--- src/rtl/disp_cmd_ctrl_if.sv ---
// FIFO-side and cell-RAM-side signals of the display command controller.
// master = the controller, slave = the FIFO/RAM environment driving it.
interface disp_cmd_ctrl_if #(
    parameter int ADDR_W = 12
);
    logic [7:0]        disp_cmd_in;
    logic              nef_in;
    logic              disp_cmd_rd;
    logic              ram_we;
    logic [ADDR_W-1:0] ram_addr;
    logic [15:0]       ram_data;
    logic              bad_cmd;

    modport master (
        input  disp_cmd_in, nef_in,
        output disp_cmd_rd, ram_we, ram_addr, ram_data, bad_cmd
    );

    modport slave (
        output disp_cmd_in, nef_in,
        input  disp_cmd_rd, ram_we, ram_addr, ram_data, bad_cmd
    );
endinterface

--- src/rtl/disp_cmd_ctrl.sv ---
// Reads command bytes from the display FIFO with a timed strobe, parses cursor
// and PUT commands, and writes {attr,char} words into the character-cell RAM.
module disp_cmd_ctrl #(
    parameter int COLS     = 80,
    parameter int ROWS     = 30,
    parameter int ADDR_W   = 12,
    parameter int RD_PULSE = 3,
    parameter int RD_GAP   = 2
) (
    input  logic           clk,
    input  logic           rst,
    disp_cmd_ctrl_if.master bus
);
    localparam int CW = (COLS > 1) ? $clog2(COLS) : 1;
    localparam int RW = (ROWS > 1) ? $clog2(ROWS) : 1;

    typedef enum logic [1:0] {S_IDLE, S_LOW, S_GAP} rd_state_e;
    typedef enum logic [2:0] {P_OPC, P_COL, P_ROW, P_CHR, P_ATR} parse_e;

    rd_state_e         rd_st, rd_nx;
    parse_e            ps, ps_nx;
    logic [7:0]        cnt, cnt_nx;
    logic              nef_m, nef_s;
    logic [7:0]        byte_q, char_q;
    logic [CW-1:0]     col;
    logic [RW-1:0]     row, brow;
    logic [ADDR_W-1:0] row_base;
    logic              proc, walk_busy;
    logic              rd_q, we_q, bad_q;
    logic [ADDR_W-1:0] addr_q;
    logic [15:0]       data_q;

    assign bus.disp_cmd_rd = rd_q;
    assign bus.ram_we      = we_q;
    assign bus.ram_addr    = addr_q;
    assign bus.ram_data    = data_q;
    assign bus.bad_cmd     = bad_q;

    // First GAP cycle is when the parser consumes the captured byte.
    assign proc = (rd_st == S_GAP) && (cnt == 8'd0);
    // row_base walks one row per cycle toward row; hold off reads until it arrives.
    assign walk_busy = (brow != row);

    always_comb begin
        rd_nx  = rd_st;
        cnt_nx = cnt + 8'd1;
        case (rd_st)
            S_IDLE: begin
                cnt_nx = 8'd0;
                if (nef_s && !walk_busy) rd_nx = S_LOW;
            end
            S_LOW: if (cnt == 8'(RD_PULSE - 1)) begin
                rd_nx  = S_GAP;
                cnt_nx = 8'd0;
            end
            S_GAP: if (cnt == 8'(RD_GAP - 1)) begin
                rd_nx  = S_IDLE;
                cnt_nx = 8'd0;
            end
            default: begin
                rd_nx  = S_IDLE;
                cnt_nx = 8'd0;
            end
        endcase
    end

    always_comb begin
        ps_nx = ps;
        if (proc) begin
            case (ps)
                P_OPC: case (byte_q)
                    8'h01:   ps_nx = P_COL;
                    8'h02:   ps_nx = P_ROW;
                    8'h03:   ps_nx = P_CHR;
                    default: ps_nx = P_OPC;
                endcase
                P_CHR:   ps_nx = P_ATR;
                default: ps_nx = P_OPC;
            endcase
        end
    end

    always_ff @(posedge clk) begin
        if (rst) begin
            rd_st    <= S_IDLE;
            ps       <= P_OPC;
            cnt      <= 8'd0;
            nef_m    <= 1'b0;
            nef_s    <= 1'b0;
            byte_q   <= 8'd0;
            char_q   <= 8'd0;
            col      <= '0;
            row      <= '0;
            brow     <= '0;
            row_base <= '0;
            rd_q     <= 1'b1;
            we_q     <= 1'b0;
            addr_q   <= '0;
            data_q   <= 16'd0;
            bad_q    <= 1'b0;
        end else begin
            nef_m <= bus.nef_in;
            nef_s <= nef_m;
            rd_st <= rd_nx;
            cnt   <= cnt_nx;
            ps    <= ps_nx;
            rd_q  <= (rd_nx != S_LOW);
            we_q  <= 1'b0;
            if (rd_st == S_LOW && rd_nx == S_GAP) byte_q <= bus.disp_cmd_in;

            if (proc) begin
                case (ps)
                    P_OPC: case (byte_q)
                        8'h00, 8'h01, 8'h02, 8'h03: ;
                        8'h04: begin
                            col      <= '0;
                            row      <= '0;
                            brow     <= '0;
                            row_base <= '0;
                        end
                        default: bad_q <= 1'b1;
                    endcase
                    P_COL: col <= ({24'd0, byte_q} < 32'(COLS)) ? CW'(byte_q) : CW'(COLS - 1);
                    P_ROW: row <= ({24'd0, byte_q} < 32'(ROWS)) ? RW'(byte_q) : RW'(ROWS - 1);
                    P_CHR: char_q <= byte_q;
                    P_ATR: begin
                        we_q   <= 1'b1;
                        addr_q <= row_base + ADDR_W'(col);
                        data_q <= {byte_q, char_q};
                        if (col == CW'(COLS - 1)) begin
                            col <= '0;
                            if (row == RW'(ROWS - 1)) begin
                                row      <= '0;
                                brow     <= '0;
                                row_base <= '0;
                            end else begin
                                row      <= row + RW'(1);
                                brow     <= brow + RW'(1);
                                row_base <= row_base + ADDR_W'(COLS);
                            end
                        end else begin
                            col <= col + CW'(1);
                        end
                    end
                    default: ;
                endcase
            end else if (walk_busy) begin
                if (brow < row) begin
                    brow     <= brow + RW'(1);
                    row_base <= row_base + ADDR_W'(COLS);
                end else begin
                    brow     <= brow - RW'(1);
                    row_base <= row_base - ADDR_W'(COLS);
                end
            end
        end
    end
endmodule

--- src/flat_wrapper.sv ---
// flat-port wrapper written by rule: the top's interface ports become plain ports
module disp_cmd_ctrl_flat 
#(
    parameter int COLS     = 80,
    parameter int ROWS     = 30,
    parameter int ADDR_W   = 12,
    parameter int RD_PULSE = 3,
    parameter int RD_GAP   = 2
)
  (clk, rst, bus_disp_cmd_in, bus_nef_in, bus_disp_cmd_rd, bus_ram_we, bus_ram_addr, bus_ram_data, bus_bad_cmd);
  disp_cmd_ctrl_if #(.ADDR_W(ADDR_W)) bus_i ();
  input  logic clk;
  input  logic rst;
  input wire logic [$bits(bus_i.disp_cmd_in)-1:0] bus_disp_cmd_in;
  input wire logic [$bits(bus_i.nef_in)-1:0] bus_nef_in;
  output wire logic [$bits(bus_i.disp_cmd_rd)-1:0] bus_disp_cmd_rd;
  output wire logic [$bits(bus_i.ram_we)-1:0] bus_ram_we;
  output wire logic [$bits(bus_i.ram_addr)-1:0] bus_ram_addr;
  output wire logic [$bits(bus_i.ram_data)-1:0] bus_ram_data;
  output wire logic [$bits(bus_i.bad_cmd)-1:0] bus_bad_cmd;
  assign bus_i.disp_cmd_in = bus_disp_cmd_in;
  assign bus_i.nef_in = bus_nef_in;
  assign bus_disp_cmd_rd = bus_i.disp_cmd_rd;
  assign bus_ram_we = bus_i.ram_we;
  assign bus_ram_addr = bus_i.ram_addr;
  assign bus_ram_data = bus_i.ram_data;
  assign bus_bad_cmd = bus_i.bad_cmd;
  disp_cmd_ctrl #(.COLS(COLS), .ROWS(ROWS), .ADDR_W(ADDR_W), .RD_PULSE(RD_PULSE), .RD_GAP(RD_GAP)) u_core (.clk(clk), .rst(rst), .bus(bus_i));
endmodule
--- config.mk ---
export PLATFORM = sky130hd
export DESIGN_NAME = disp_cmd_ctrl_flat
export DESIGN_NICKNAME = d
export VERILOG_FILES = /design/src/rtl/disp_cmd_ctrl_if.sv /design/src/rtl/disp_cmd_ctrl.sv /design/src/flat_wrapper.sv
export SDC_FILE = /design/constraint.sdc
export NUM_CORES = 1
export LEC_CHECK = 0
export ABC_AREA = 0
export BUFFER_PORTS_ARGS = -buffer_cell sky130_fd_sc_hd__buf_2
export CAP_MARGIN = 25
export CELL_PAD_IN_SITES_DETAIL_PLACEMENT = 1
export CELL_PAD_IN_SITES_GLOBAL_PLACEMENT = 1
export CORE_ASPECT_RATIO = 0.6
export CORE_MARGIN = 5
export CORE_UTILIZATION = 44
export DETAILED_ROUTE_END_ITERATION = 7
export MAX_ROUTING_LAYER = met4
export PLACE_DENSITY = 0.8
export SYNTH_ARGS = -nofsm -noshare
export SYNTH_HDL_FRONTEND = slang
export SYNTH_SLANG_ARGS = --single-unit
export TNS_END_PERCENT = 100
--- constraint.sdc ---
create_clock -name clk -period 2.71 [get_ports clk]
set_input_delay 0.4065 -clock clk [delete_from_list [all_inputs] [get_ports clk]]
set_output_delay 0.4065 -clock clk [all_outputs]
set_load 0.02 [all_outputs]
Yosys cells after proc, flatten, opt, wreduce, memory -nomap -nowiden
Index checks and enable logic that the tools add are counted.
{"block": "word_totals", "romBits": 0, "out_inout_bits": 31, "wordCells": 102, "memories": 0, "latchBits": 0, "reg_bits": 91, "ramBits": 0, "input_bits": 11}
{"block": "classes", "div_mod_pow": 0, "n_bitwise": 2, "shifts": 0, "mux": 32, "n_eq_ne": 22, "reduce_logical": 19, "magnitude_cmp": 3, "mul": 0, "addsub": 8}
{"op": "two-way mux 12 bit", "n": 6}
{"op": "two-way mux 5 bit", "n": 9}
{"op": "== test 8 x 2 -> 1 bit, second input constant", "n": 3}
{"op": "case mux 12 bit (2 select lines)", "n": 1}
{"op": "two-way mux 7 bit", "n": 3}
{"op": "case mux 7 bit (3 select lines)", "n": 1}
{"op": "== test 8 x 1 -> 1 bit, second input constant", "n": 2}
{"op": "zero test 8 bit", "n": 2}
{"op": "two-way mux 8 bit", "n": 2}
{"op": "case mux 8 bit (2 select lines)", "n": 1}
{"op": "case mux 5 bit (3 select lines)", "n": 1}
{"op": "adder 12 x 7 -> 12 bit", "n": 1}
{"op": "adder 12 x 7 -> 12 bit, second input constant", "n": 1}
{"op": "case mux 2 bit (3 select lines)", "n": 2}
{"op": "subtractor 12 x 7 -> 12 bit, second input constant", "n": 1}
{"op": "adder 5 x 1 -> 5 bit, second input constant", "n": 2}
{"op": "case mux 5 bit (2 select lines)", "n": 1}
{"op": "inequality test 3 bit, second input constant", "n": 3}
{"op": "adder 8 x 1 -> 8 bit, second input constant", "n": 1}
{"op": "== test 8 x 3 -> 1 bit, second input constant", "n": 1}
{"op": "< comparator 8 x 5 -> 1 bit, second input constant", "n": 1}
{"op": "< comparator 8 x 7 -> 1 bit, second input constant", "n": 1}
{"op": "AND reduction 4 bit", "n": 2}
{"op": "adder 7 x 1 -> 7 bit, second input constant", "n": 1}
{"op": "other kinds (25)", "n": 37}

Logic depth before layout (Yosys ltp)
{"block": "logic_depth", "ltp_word": 7, "mapped_depth": 10, "mapped_depth_nobuf": 8}

Worst setup path after synthesis
Ideal clock, no wire load.
{"block": "synth_timing", "path_kind": "reg2reg", "from": "reg u_core.row[1]", "to": "reg u_core.brow[2]", "path_buffers": 1, "path_slack_ps": 467, "path_stages_with_launch": 9, "arrival_ps": 2169, "synth_period_minus_slack_ps": 2243, "setup_ps": 74, "required_time_ps": 2636, "cell_sequence": "dfxtp_1 inv_1 ha_1 nor2b_1 o21ai_0 a21oi_2 buf_2 or4b_1 a31oi_1"}
{"block": "synth_via", "elab_chain_cells": 5, "word_cells_on_any_way": 11, "classes_between": "1 x order compare; 2 x eq/ne; 6 x mux; 2 x reduce/logical"}
{"element": "start, declared", "line_no": "disp_cmd_ctrl.sv:26", "rtl": "logic [RW-1:0] row, brow;"}
{"element": "start signal, assigned", "line_no": "disp_cmd_ctrl.sv:124", "rtl": "P_ROW: row <= ({24'd0, byte_q} < 32'(ROWS)) ? RW'(byte_q) : RW'(ROWS - 1);"}
{"element": "start signal, assigned", "line_no": "disp_cmd_ctrl.sv:137", "rtl": "row <= row + RW'(1);"}
{"element": "parallel branches: the longest is 5 deep, another holds < comparator 5 bit"}
{"element": "end signal, assigned", "line_no": "disp_cmd_ctrl.sv:138", "rtl": "brow <= brow + RW'(1);"}
{"element": "end signal, assigned", "line_no": "disp_cmd_ctrl.sv:149", "rtl": "brow <= brow + RW'(1);"}
{"element": "end signal, assigned", "line_no": "disp_cmd_ctrl.sv:152", "rtl": "brow <= brow - RW'(1);"}
{"element": "end, declared", "line_no": "disp_cmd_ctrl.sv:26"}
Parallel ways; which one is timed is not known. The select of a mux whose other input is x is not followed.
A chain may end at the register's enable or synchronous reset.

Worst setup path in the final report
{"block": "layout_timing", "from": "reg u_core.cnt[0]", "to": "reg u_core.row_base[9]"}
{"block": "layout_via", "elab_chain_cells": 4, "word_cells_on_any_way": 8, "classes_between": "3 x eq/ne; 1 x mux; 4 x reduce/logical"}
{"element": "start, declared", "line_no": "disp_cmd_ctrl.sv:22", "rtl": "logic [7:0] cnt, cnt_nx;"}
{"element": "start signal, assigned", "line_no": "disp_cmd_ctrl.sv:105", "rtl": "cnt <= cnt_nx;"}
{"element": "zero test 8 bit (*)", "line_no": "disp_cmd_ctrl.sv:40", "rtl": "assign proc = (rd_st == S_GAP) && (cnt == 8'd0);"}
{"element": "logical AND 1 bit (*)", "line_no": "disp_cmd_ctrl.sv:40"}
{"element": "inequality test 3 bit (no source line) / nonzero test 2 bit (equally long branches)"}
{"element": "AND reduction 4 bit (no source line)"}
{"element": "end signal, assigned", "line_no": "disp_cmd_ctrl.sv:139", "rtl": "row_base <= row_base + ADDR_W'(COLS);"}
{"element": "end signal, assigned", "line_no": "disp_cmd_ctrl.sv:150", "rtl": "row_base <= row_base + ADDR_W'(COLS);"}
{"element": "end signal, assigned", "line_no": "disp_cmd_ctrl.sv:153", "rtl": "row_base <= row_base - ADDR_W'(COLS);"}
{"element": "end, declared", "line_no": "disp_cmd_ctrl.sv:27", "rtl": "logic [ADDR_W-1:0] row_base;"}
Every way passes the cells marked *; elsewhere a longest branch is shown, timed or not.

==> impl_metrics.env <==
export IMPL_cts_sinks=87
export IMPL_antenna_found_initial=0
export IMPL_skew_ps=6.21
export IMPL_critical_path_class="flop to flop"
export IMPL_clock_root_buffer="clkbuf_16"
export IMPL_cp_required_ps=2970
export IMPL_synth_cell_type_count=54
export IMPL_yosysMostFrequentCell="nand2_1"
export IMPL_cts_buffers=9
export IMPL_fin_util=0.529
export IMPL_finalHoldViolCount=0
export IMPL_grt_pass1_wl_mm=22.0
export IMPL_outcome="completed"
export IMPL_die_h_um=89.2
export IMPL_io_buffers=41
export IMPL_tns_ps=0
export IMPL_grt_pass1_vias=4399
export IMPL_synthTopCellsByCount="nand2_1, dfxtp_1, nor2_1"
export IMPL_synthFlopType="dfxtp_1"
export IMPL_ys_seq_elements=87
export IMPL_grt_max_degree=45
export IMPL_cts_buffer_depth=2
export IMPL_synth_avg_cell_area_um2=7.93
export IMPL_netlist_area_um2=4600
export IMPL_powerDensity_nw_per_um2=782
export IMPL_gp_congestion=0.878
export IMPL_vias=4184
export IMPL_yosys_warnings=0
export IMPL_wire_per_inst_um=17.2
export IMPL_core_area_um2=10000
export IMPL_finalSetupViolCount=0
export IMPL_drt_iter0_markers=232
export IMPL_synth_area_top_cells="dfxtp_1, nand2_1, ha_1, a21oi_1, nor2_1"
export IMPL_fin_crit_sh=0.927
export IMPL_synthArstFlopShare=0
export IMPL_post_route_min_period_ps=2510
export IMPL_critPathCaptureType="flop"
export IMPL_route_antenna_remaining_nets=0
export IMPL_firstDrtPassIters=4
export IMPL_peakVddDrop_uv=336
export IMPL_worstMarginPinSlew_ps=795
export IMPL_floorplan_initialDensity=0.459
export IMPL_postCtsResizedCells=0
export IMPL_synth_edf_count=0
export IMPL_path_max_fanout=7
export IMPL_io_pins=42
export IMPL_cap_viol_max_count=0
export IMPL_fmax_ghz=0.398
export IMPL_viasPerCell=5.54
export IMPL_htreeDepth=3
export IMPL_diodes=0
export IMPL_drive_gt1_frac=0.144
export IMPL_area_growth_pct=15.3
export IMPL_rsz0062_at_grt="false"
export IMPL_routed_wl_mm=13.0
export IMPL_worst_hold_slack_ps=282
export IMPL_clk_pin_slew_ps=60
export IMPL_drc=0
export IMPL_netlist_area_leader_share=0.379
export IMPL_ys_seq_area_frac=0.379
export IMPL_worst_ep_arrival_time_ps=2780
export IMPL_maxSlewViolCount=0
export IMPL_min_path_type="input port to flop"
export IMPL_hpwl_mm=9.43
export IMPL_worstSkewPairLatency_ps=340
export IMPL_grt_overflow_total=0
export IMPL_cts_tree="built"
export IMPL_track_usage=0.222
export IMPL_synth_area_leader_cell="dfxtp_1"
export IMPL_postCtsSetupRepairBufs=0
export IMPL_holdBufCountCts=0
export IMPL_die_w_um=142
export IMPL_die_area_um2=12700
export IMPL_slew_headroom=0.469
export IMPL_nets=650
export IMPL_cp_start_kind="flop"
export IMPL_synthesis_nets=615
export IMPL_syn_inst=580
export IMPL_power_leakage_uw=0.00209
export IMPL_num_rows=28
cells in the final DEF (no fill, tap or decap), types with 15 or more instances in the layout:
master,instances
inv_1,17
buf_4,15
a21oi_1,50
dfxtp_1,87
nand2_1,90
ha_1,24
o21ai_0,20
nor2_1,64
buf_2,41
nand3_1,27
layer usage:
metal,vias to the layer above,share of wire,global-route usage
met4,0,0.0052,0.0462
met2,77,0.46,0.356
met5,-,0,-
met3,6,0.044,0.0422
li1,2064,-,-
met1,2037,0.49,0.294
kinds of logic (layout without fill, tap and decap cells):
| group | Yosys count | in the layout | synth area share |
|---|---|---|---|
| buffers and inverters | 50 | 90 | 0.0441 |
| XOR/XNOR | 24 | 24 | 0.0457 |
| flip-flops | 87 | 87 | 0.379 |
| AND/OR/NAND/NOR | 252 | 252 | 0.262 |
| other | 1 | 1 | 0.000815 |
| AO/OA/AOI/OAI | 125 | 125 | 0.166 |
| multiplexers | 17 | 17 | 0.0381 |
| adder cells (fa/ha/maj) | 24 | 24 | 0.0653 |
layout make-up:
class                           instances  area, um2
Fill cell                            1267       4710
Multi-Input combinational cell        443       2660
Sequential cell                        87       1740
Timing Repair Buffer                   57        338
Clock buffer                           12        256
Tap cell                              135        169
Clock inverter                          4       77.6
Inverter                               17       63.8
flip-flops by register name, summed over array words and instances (netlist names), 2 cells and up:
register	count
u_core.bus.ram_data	16
u_core.bus.ram_addr	12
u_core.byte_q	8
u_core.char_q	8
u_core.cnt	8
u_core.row_base	8
u_core.col	7
u_core.brow	5
u_core.row	5
u_core.ps	3
u_core.rd_st	2
stage by stage:
| stage | worst slack (ps) | total power, uW | instances | area (um2) |
|---|---|---|---|---|
| 2_1_floorplan | 467 | 2430 | 580 | 4600 |
| 3_3_place_gp | 374 | 2710 | 739 | 4970 |
| 3_5_place_dp | 226 | 2780 | 739 | 4970 |
| 4_1_cts | 203 | 4170 | 755 | 5310 |
| 5_1_grt | 35.5 | 4380 | 755 | 5310 |
| 6_report | 199 | 4150 | 755 | 5310 |
worst paths after layout:
kind / start / endpoint / slack [ps] / cells past startpoint
setup / recovery: u_core.cnt[0] / u_core.row_base[9] / 200 / 8
hold / removal: bus_nef_in / u_core.nef_m / 280 / 2
setup reg to reg: u_core.cnt[0] / u_core.row_base[9] / 200 / 8
hold reg to reg: u_core.bus.ram_data[8] / u_core.bus.ram_data[8] / 450 / 2
power breakdown:
group	total (uW)	switching, uW	leakage, uW	internal (uW)
registers	1520	149	0.000704	1370
clock network	1380	516	0.000163	862
logic	1250	681	0.00123	572
critical path, stage by stage, from the launching register on:
cell and delay, ps:
dfxtp_1 450, inv_1 100, ha_1 220, and2_1 150
and3_1 290, a21oi_2 380, mux2_2 400, or3_1 310
a31oi_1 130
No activity file was read; power rests on OpenSTA's default activity.
